### src/rtl/fetch_prefetch_queue.sv
// rtl/fetch_prefetch_queue.sv - fetch PC plus DEPTH-entry prefetch FIFO feeding decode
module fetch_prefetch_queue #(
  parameter int              XLEN     = 8,
  parameter int              ILEN     = 32,
  parameter int              DEPTH    = 4,
  parameter int              PC_STEP  = 4,
  parameter logic [XLEN-1:0] RESET_PC = '0
) (
  input  logic                     clk,
  input  logic                     rst,
  input  logic                     en,
  output logic                     imem_req,
  output logic [XLEN-1:0]          imem_addr,
  input  logic                     imem_rvalid,
  input  logic [ILEN-1:0]          imem_rdata,
  input  logic                     redirect,
  input  logic [XLEN-1:0]          redirect_pc,
  output logic                     instr_valid,
  input  logic                     instr_ready,
  output logic [ILEN-1:0]          instr_out,
  output logic [XLEN-1:0]          pc_out,
  output logic [XLEN-1:0]          pc_plus4_out,
  output logic [$clog2(DEPTH):0]   level
);

  localparam int AW = $clog2(DEPTH);
  localparam int LW = AW + 1;

  logic [XLEN-1:0] fetch_pc;
  logic [ILEN-1:0] instr_mem [DEPTH];
  logic [XLEN-1:0] pc_mem    [DEPTH];
  logic [AW-1:0]   wptr;
  logic [AW-1:0]   rptr;
  logic [LW-1:0]   count;
  logic            full;
  logic            pop;
  logic            push;

  assign full        = (count == LW'(DEPTH));
  assign instr_valid = (count != '0);
  assign pop         = en & instr_valid & instr_ready;
  // A pop frees the slot this cycle, so a full queue can still accept a fetch.
  assign imem_req    = en & ~redirect & (~full | pop);
  assign push        = imem_req & imem_rvalid;
  assign imem_addr   = fetch_pc;
  assign level       = count;

  assign instr_out    = instr_mem[rptr];
  assign pc_out       = pc_mem[rptr];
  assign pc_plus4_out = pc_out + XLEN'(PC_STEP);

  always_ff @(posedge clk) begin
    if (!rst) begin
      fetch_pc <= RESET_PC;
      wptr     <= '0;
      rptr     <= '0;
      count    <= '0;
      // Storage is cleared so the head reads 0 / RESET_PC straight out of reset.
      for (int i = 0; i < DEPTH; i++) begin
        instr_mem[i] <= '0;
        pc_mem[i]    <= RESET_PC;
      end
    end else if (en) begin
      if (redirect) begin
        fetch_pc <= redirect_pc;
        wptr     <= '0;
        rptr     <= '0;
        count    <= '0;
      end else begin
        if (push) begin
          instr_mem[wptr] <= imem_rdata;
          pc_mem[wptr]    <= fetch_pc;
          wptr            <= wptr + 1'b1;
          fetch_pc        <= fetch_pc + XLEN'(PC_STEP);
        end
        if (pop) begin
          rptr <= rptr + 1'b1;
        end
        count <= count + LW'(push) - LW'(pop);
      end
    end
  end

endmodule

### config.mk
export PLATFORM = sky130hd
export DESIGN_NAME = fetch_prefetch_queue
export DESIGN_NICKNAME = d
export VERILOG_FILES = /design/src/rtl/fetch_prefetch_queue.sv
export SDC_FILE = /design/constraint.sdc
export NUM_CORES = 1
export LEC_CHECK = 0
export ABC_CLOCK_PERIOD_IN_PS = 5300
export BUFFER_PORTS_ARGS = -buffer_cell sky130_fd_sc_hd__buf_2
export CAP_MARGIN = 20
export CORE_AREA = 2 2 175 108
export DETAILED_ROUTE_END_ITERATION = 8
export DIE_AREA = 0 0 177 110
export PLACE_DENSITY = 0.67
export SYNTH_ARGS = -nofsm -noshare
export SYNTH_HDL_FRONTEND = slang
export SYNTH_SLANG_ARGS = --single-unit
### constraint.sdc
create_clock -name clk -period 5.3 [get_ports clk]
set_input_delay 1.06 -clock clk [delete_from_list [all_inputs] [get_ports clk]]
set_output_delay 1.06 -clock clk [all_outputs]
set_load 0.02 [all_outputs]
After elaboration in Yosys (flattened, before gate mapping)

Memory sizes are Yosys's and may differ from the RTL's. A register that Yosys moved wholly into a read port is not among the register bits.
Index checks and enable logic that the tools add are counted.

Bits in registers: 15
Memory bits (writable): 160
Input bits: 46
Output and inout port bits: 61
Word-level logic and storage cells: 51
Memories: 2

Memories:

| name      | words | bits a word | rd ports | clocked after Yosys merged registers in | wr ports | line | text |
|---|---|---|---|---|---|---|---|
| instr_mem | 4     | 32          | 1        | 1                                       | 4        | 30   | `logic [ILEN-1:0] instr_mem [DEPTH];` |
| pc_mem    | 4     | 8           | 1        | 1                                       | 4        | 31   | `logic [XLEN-1:0] pc_mem [DEPTH];` |

$add $sub $neg: 6
Equal/unequal tests: 1
Muxes and demuxes: 23
Bitwise gates (word level): 8
Reductions and logical operators: 7

Operators by type and width:

| operator                                     | count |
|---|---|
| two-way mux 32 bit                           | 1 |
| OR reduction 32 bit                          | 1 |
| two-way mux 8 bit                            | 3 |
| two-way mux 2 bit                            | 10 |
| adder 8 x 3 -> 8 bit (second input constant) | 2 |
| two-way mux 1 bit                            | 8 |
| OR reduction 8 bit                           | 1 |
| AND 1 bit                                    | 5 |
| adder 2 x 1 -> 2 bit (second input constant) | 2 |
| AND reduction 2 bit                          | 2 |
| nonzero test 2 bit                           | 2 |
| adder 3 x 1 -> 3 bit                         | 1 |
| == test 3 bit (second input constant)        | 1 |
| two-way mux 3 bit                            | 1 |
| nonzero test 3 bit                           | 1 |
| subtractor 3 x 1 -> 3 bit                    | 1 |
| inverter 1 bit                               | 2 |
| OR 1 bit                                     | 1 |

Depth between registers and ports, before layout

Gate-level depths: netlist of the first run.

Depth after elaboration: 13
Gate-level depth with buffers: 13
Gate-level depth less buffers: 11

Worst setup path after synthesis of the first run

OpenSTA, ideal clock, no wires.

Path type: input port to flip-flop
Start point: input redirect
End point: memory instr_mem[0][0], enable pin
Library setup time: 0.497 ns
Arrival time: 4.719 ns
Data required time: 4.803 ns
Path slack: 0.083 ns
Stages: 5
Buffers on the path: 2
Path through: clkbuf_1 -> nand3b_4 -> or2_1 -> buf_2 -> o31ai_1

RTL lines:

| element            | line | text |
|---|---|---|
| start: declaration | 16   | `input logic redirect,` |
| end: declaration   | 30   |  |

==> results of run 1 <==
## metrics by stage
step	hold slack (ps)	instances
detailed placement	501	837
global placement	504	837
global route	533	868
floorplan	471	518
CTS	515	868
finish	517	871
## cell usage after synthesis (4+ instances only)
cell	n	area, sq um
nand2_1	18	67.6
clkbuf_1	16	60.1
mux4_2	40	901
and2_1	162	1010
buf_4	6	45.0
a21boi_0	9	67.6
nand3_1	7	35.0
dfxtp_1	17	340
ha_1	4	50.1
edfxtp_1	160	4800
nor2_1	6	22.5
o21ai_0	11	55.1
buf_2	11	55.1
inv_1	4	15.0
## power breakdown
group	internal [mW]	total, mW	switching, mW
logic	0.0713	0.194	0.123
clock network	0.701	1.25	0.550
registers	1.57	1.59	0.0225
total	2.34	3.04	0.695
## area by class of cell
class / count / area [sq um]
antenna: 3 / 7.51
clock buffer: 17 / 425
clock inverter: 14 / 151
fill: 1485 / 8520
inverter: 4 / 15.0
multi-input combinational: 301 / 2670
sequential: 177 / 5150
tap: 240 / 300
timing repair buffer: 115 / 598
## state kept, by name, indices dropped and copies added, names as in the netlist, named ones only
name       flops
wptr           2
level          3
rptr           2
imem_addr      8
pc_mem        32
instr_mem    128
## worst reg2reg max path, stage by stage (launching register included)
cell and delay (ps):
dfxtp_1 410, nor4b_4 580, or2_1 420, ha_1 310, inv_1 60, ha_1 130
inv_1 50, fa_1 370, xor2_1 160, o21ai_0 180, nand2_1 80, a21boi_0 150
## worst min path at each step
stage                    startpoint  endpoint  slack, ps  depth (start not counted)
5_1_grt        rptr[1]$_SDFFE_PN0P_  register        530                          2
2_1_floorplan  rptr[1]$_SDFFE_PN0P_  register        470                          2
3_3_place_gp   rptr[1]$_SDFFE_PN0P_  register        500                          2
6_report       rptr[1]$_SDFFE_PN0P_  register        520                          2
4_1_cts        rptr[1]$_SDFFE_PN0P_  register        510                          2
3_5_place_dp   rptr[1]$_SDFFE_PN0P_  register        500                          2
## routing by layer
metal  global-route usage  vias to the layer above  wire, microns
li1                     -                     2098              -
met1                0.248                     2320           7550
met2                0.300                      127           7970
met3               0.0442                        7           1200
met4               0.0555                        0             72
met5                    0                        -              0
## cell families after synthesis
kind of cell	synth area share
multiplexers	0.115
AND/OR/NAND/NOR	0.167
flip-flops	0.648
buffers and inverters	0.0236
XOR/XNOR	0.00662
adder cells (fa/ha/maj)	0.00882
AO/OA/AOI/OAI	0.0315
==> results.toml, run 1 <==
[timing]
final.period_utilization = 0.698
max_freq_mhz = 271
period_minus_slack_ps = 3700
finalSetupViolCount = 0
finalSetupTns_ps = 0
drv_slew = 0
hold_viol_final = 0
relSlewSlack = 0.328
rsz0062_at_grt = "no"
clock_skew_ps = 11.9
setup_ws_ps = 1600
worst_slew_pin_slew_ps = 1000

[worst_setup_path]
crit_arrival_ps = 2640
path_class = "reg2out"
slowest_delay_ps = 880
rr_worst_depth = 11
critPathLaunchType = "register"
cpLargestDelayFamily = "flip-flops"
crit_cells = 5
cp-end-kind = "output port"
crit_path_end = "pc_plus4_out[6]"
cp_slowest_cell = "dfxtp_4"
timing.rr.start = "level[1]$_SDFFE_PN0P_"
cp_max_fo = 40
worst-r2r-setup-slack_ps = 2350
cp.required_ps = 4240
cp_cell_sequence = "mux4_2, ha_1, nand3_1, xnor2_1, buf_2"
r2r-end = "level[2]$_SDFFE_PN0P_"
critPathBufInv = 1

[drt]
drt_iter0_drc = 355
via_per_inst = 5.23
routedWlPerCell_microns = 19.3
num_vias = 4552
drc_errors = 0
antenna_left = 0
first_pass_iters = 4
routed_wl_mm = 16.8

[cts]
clock_latency_ps = 420
cts_setup_buffers = 0
clk_pin_slew_ps = 70
holdBufCountCts = 0
cts_buffers = 17
root_buffer = "clkbuf_16"
cts_tree = "built"
clock-sinks = 177
clockBufferDepth = 2
htree_levels = 4
cts_resized = 0

[placed_design]
preCtsSetupSlack_ps = 1480
routabilityCongestion = 0.799
dpl_cell_area_sq_um = 8730
dpl.hpwl_mm = 10.1
io_buffers = 106

[layout]
area_growth_pct = 17.2
layout_commonest_cell = "and2_1"
drive_above_1_share = 0.315
final_cell_area_sq_um = 9310
nets = 667
post-route-util = 0.522
mostFrequentLayoutCells = "and2_1, edfxtp_1, buf_2, mux4_2, nand2_1"

[logic_synthesis]
yosys_warnings = 0
yosysUniqueCellTypes = 46
synth_nets = 569
ys_ff_latch = 177
synth_ff_type = "edfxtp_1"
syn_inst = 518
syn_area_sq_um = 7940
yosysSeqAreaShare = 0.648
synthArstFlopShare = 0
synth_edf_count = 160
avgSynthCellArea_sq_um = 15.3

[global_route]
grt_overflow = 0
grt_pass1_wl_mm = 26.4
grt_pass1_vias = 4700
grt_max_degree = 41
grt_antenna_before_repair = 3
grt_use_total = 0.184

[floorplan]
dieArea_sq_um = 19500
core_area_sq_um = 17800
die_h_microns = 110
die_width_microns = 177
num_io_pins = 107
rows = 38
start_util = 0.445

[power_and_ir_drop]
power_leakage_nw = 3.57
power_density_nw_per_um2 = 326
vdd_ir_drop_max_uv = 219
finalPower_mw = 3.04

[run_status]
status = "complete, no violations"

[hold_path]
min_path_type = "reg2reg"

[job]
drv_cap = 0
Note: power is estimated with default switching activity, not from simulation.
==> inputs of run 2 (changes only) <==
ABC_CLOCK_PERIOD_IN_PS = 3700   (was 5300)
PLACE_DENSITY = default   (was 0.67)
clock period = 3.7 ns   (was 5.3 ns; I/O delays follow)
==> results.toml, run 2 (synthesized netlist as in run 1, its figures left out) <==
[global_route]
met2_usage = 0.313
grt_use_total = 0.188
gr-max-usage-layer = "met2"
use_met3 = 0.0501
use_met1 = 0.244
grt_pass1_wl_mm = 26.4
grt_max_degree = 41
grt_pass1_vias = 4636
grt_antenna_before_repair = 3
grt_overflow = 0

[placed_design]
dpl.hpwl_mm = 9.92
routabilityCongestion = 0.780
dpl_cell_area_sq_um = 8780
dp.cells = 842
io_buffers = 106
preCtsSetupSlack_ps = 476

[layout]
area_growth_pct = 18.1
layout.cells.non_filler = 875
nets = 672
largest_reg_flops = 128
mostFrequentLayoutCells = "and2_1, edfxtp_1, buf_2, mux4_2, nand2_1"
drive_above_1_share = 0.323
layout_commonest_cell = "and2_1"
final_cell_area_sq_um = 9380
largest-register = "instr_mem"

[worst_setup_path]
cp-end-kind = "output port"
slowest_delay_ps = 640
cp.required_ps = 2960
cp_slowest_cell = "mux4_2"
critPathLaunchType = "register"
path_class = "reg2out"
cpLargestDelayFamily = "buffers and inverters"
crit_arrival_ps = 2350
cp_max_fo = 24
critPathBufInv = 2
cp_cell_sequence = "buf_4, mux4_2, buf_2"
timing.rr.start = "level[1]$_SDFFE_PN0P_"

[timing]
max_freq_mhz = 323
hold_viol_final = 0
final.period_utilization = 0.836
relSlewSlack = 0.467
rsz0062_at_grt = "no"
clock_skew_ps = 11.2
drv_slew = 0
worst_slew_pin_slew_ps = 791
finalSetupViolCount = 0
whs_ps = 521
setup_ws_ps = 609
period_minus_slack_ps = 3090

[power_and_ir_drop]
power_leakage_nw = 3.60
finalPower_mw = 4.39
vdd_ir_drop_max_uv = 300
power_density_nw_per_um2 = 469

[cts]
cts_tree = "built"
clock-sinks = 177
clk_pin_slew_ps = 60
holdBufCountCts = 0
cts_setup_buffers = 0
cts_buffers = 17
clock_latency_ps = 430
root_buffer = "clkbuf_16"
cts_resized = 0
clockBufferDepth = 2
htree_levels = 4

[drt]
first_pass_iters = 4
drt_iter0_drc = 273
antenna_left = 0
via_per_inst = 5.17
drc_errors = 0
routedWlPerCell_microns = 19.2
num_vias = 4521
routed_wl_mm = 16.8

[floorplan]
start_util = 0.445
rows = 38
core_area_sq_um = 17800
dieArea_sq_um = 19500
die_h_microns = 110
die_width_microns = 177
num_io_pins = 107

[hold_path]
worstHoldStart = "rptr[1]$_SDFFE_PN0P_"
min_path_type = "reg2reg"

[run_status]
status = "complete, no violations"

[job]
drv_cap = 0
## run 2: routing by layer
| layer | vias to the layer above | share of wire |
|---|---|---|
| li1 | 2105 | - |
| met1 | 2304 | 0.45 |
| met2 | 95 | 0.49 |
| met3 | 15 | 0.055 |
| met4 | 2 | 0.0097 |
| met5 | - | 0.00077 |
## run 2: path summary, 6_finish.rpt
kind / endpoint / slack, ps / cells after the start
max reg2reg: level[2]$_SDFFE_PN0P_ / 910 / 12
min reg2reg: register / 520 / 2
max: instr_out[21] / 610 / 3
min: register / 520 / 2
## run 2: through the flow
stage | util | TNS [ps]
final | 0.526 | 0
after global routing | 0.526 | 0
after CTS | 0.526 | 0
after detailed placement | 0.492 | 0
after global placement | 0.492 | 0
after floorplan | - | -83870
## run 2: final cells by class
type                       count  area [sq um]
antenna                        1          2.50
fill                        1486          8450
multi-input combinational    301          2670
timing repair buffer         120           648
sequential                   177          5150
clock inverter                15           170
inverter                       4          15.0
tap                          240           300
clock buffer                  17           425
## run 2: power breakdown
part	leakage, nW	internal, mW	switching, mW
clock network	0.283	1.02	0.815
logic	1.52	0.106	0.179
registers	1.80	2.25	0.0290
total	3.60	3.37	1.02
## run 2: worst reg2reg max path, cell delays in order, from the launching register on
cell and delay (ps):
dfxtp_1 410, nor4b_4 300, buf_4 200, or2_1 350
ha_1 310, inv_1 60, ha_1 130, inv_1 50
fa_1 370, xor2_1 170, o21ai_0 160, nand2_1 80
a21boi_0 150
==> inputs of run 3 (changes only) <==
ABC_CLOCK_PERIOD_IN_PS = 2950   (was 3700)
clock period = 2.95 ns   (was 3.7 ns; I/O delays follow)
==> results.toml, run 3 (synthesized netlist as in run 1, its figures left out) <==
[layout]
layout_commonest_cell = "and2_1"
largest-register = "instr_mem"
nets = 681
largest_reg_flops = 128
drive_above_1_share = 0.330
area_growth_pct = 19.1
mostFrequentLayoutCells = "and2_1, edfxtp_1, buf_2, mux4_2, buf_4"
fill_cells = 1473
final_cell_area_sq_um = 9460
layout.cells.non_filler = 885
post-route-util = 0.530

[global_route]
grt_antenna_before_repair = 3
grt_max_degree = 30
grt_overflow = 0
grt_use_total = 0.184
grt_pass1_vias = 4650
grt_pass1_wl_mm = 26.5

[cts]
cts_buffers = 17
clockBufferDepth = 2
cts_tree = "built"
root_buffer = "clkbuf_16"
cts_resized = 0
htree_levels = 4
clock-sinks = 177
cts_setup_buffers = 0
holdBufCountCts = 0
clock_latency_ps = 420
clk_pin_slew_ps = 70

[floorplan]
die_width_microns = 177
dieArea_sq_um = 19500
start_util = 0.445
num_io_pins = 107
core_area_sq_um = 17800
rows = 38
die_h_microns = 110

[timing]
max_freq_mhz = 360
relSlewSlack = 0.520
whs_ps = 461
finalSetupViolCount = 0
final.period_utilization = 0.943
worst_slew_pin_slew_ps = 713
hold_viol_final = 0
drv_slew = 0
rsz0062_at_grt = "no"
period_minus_slack_ps = 2780
clock_skew_ps = 12.6

[worst_setup_path]
cp.required_ps = 2360
crit_arrival_ps = 2190
cp-end-kind = "output port"
cp_max_fo = 14
critPathLaunchType = "register"
path_class = "reg2out"

[power_and_ir_drop]
p_sw_frac = 0.221
internal_power_mw = 4.31
comb_power_share = 0.066
power_leakage_nw = 3.65
clock_power_share = 0.417
seq_power_share = 0.517
finalPower_mw = 5.53
vdd_ir_drop_max_uv = 406
p_sw_mw = 1.22
power_density_nw_per_um2 = 585

[drt]
drt_iter0_drc = 310
routed_wl_mm = 16.8
routedWlPerCell_microns = 19.0
antenna_left = 0
num_vias = 4581
via_per_inst = 5.18
drc_errors = 0
first_pass_iters = 4

[placed_design]
dpl_cell_area_sq_um = 8840
dpl.hpwl_mm = 10.6
routabilityCongestion = 0.778
dp.cells = 851
io_buffers = 106

[hold_path]
min_path_type = "in2reg"

[run_status]
status = "complete, no violations"

[job]
drv_cap = 0
==> run 3: power groups by stage <==
stage,Sequential (mW),Clock [mW],Combinational [mW]
final,2.86,2.31,0.363
after global routing,2.87,2.46,0.394
after CTS,2.86,2.35,0.368
after detailed placement,2.92,0,0.367
after global placement,2.91,0,0.363
after floorplan,2.91,0,0.207
==> run 3: area by class of cell <==
| cell class | instances | area, sq um | share of cell area |
|---|---|---|---|
| Clock inverter | 13 | 175 | 0.0185 |
| Clock buffer | 19 | 433 | 0.0458 |
| Multi-Input combinational cell | 301 | 2660 | 0.282 |
| Sequential cell | 177 | 5150 | 0.545 |
| Antenna cell | 2 | 5.00 | 0.000529 |
| Timing Repair Buffer | 129 | 716 | 0.0757 |
| Tap cell | 240 | 300 | 0.0318 |
| Inverter | 4 | 15.0 | 0.00159 |
==> run 3: per-stage QoR <==
step	TNS, ps	setup WS, ps
6_report	0	170
3_5_place_dp	0	235
5_1_grt	0	36.1
3_3_place_gp	0	337
2_1_floorplan	-67150	-566
4_1_cts	0	125
==> run 3: critical path: stages (launching register included) <==
cell and delay (ps):
dfxtp_4 520, mux4_2 620, ha_1 260, nand3_1 90, xnor2_1 110, buf_2 180
==> run 3: routing by layer <==
layer / global-route usage / part of all wire
met1: 0.260 / 0.48
met2: 0.290 / 0.46
met3: 0.0470 / 0.063
met4: 0.0396 / 0.0054
met5: 0 / 0.00065
==> run 3: path summary, 6_finish.rpt <==
| path | to | startpoint | cells past startpoint | slack, ps |
|---|---|---|---|---|
| max | pc_plus4_out[6] | register | 5 | 170 |
| max reg2reg | level[2]$_SDFFE_PN0P_ | level[1]$_SDFFE_PN0P_ | 11 | 450 |
| min reg2reg | register | rptr[1]$_SDFFE_PN0P_ | 2 | 510 |
| min | imem_addr[0]$_SDFFE_PN0P_ | redirect_pc[0] | 3 | 460 |
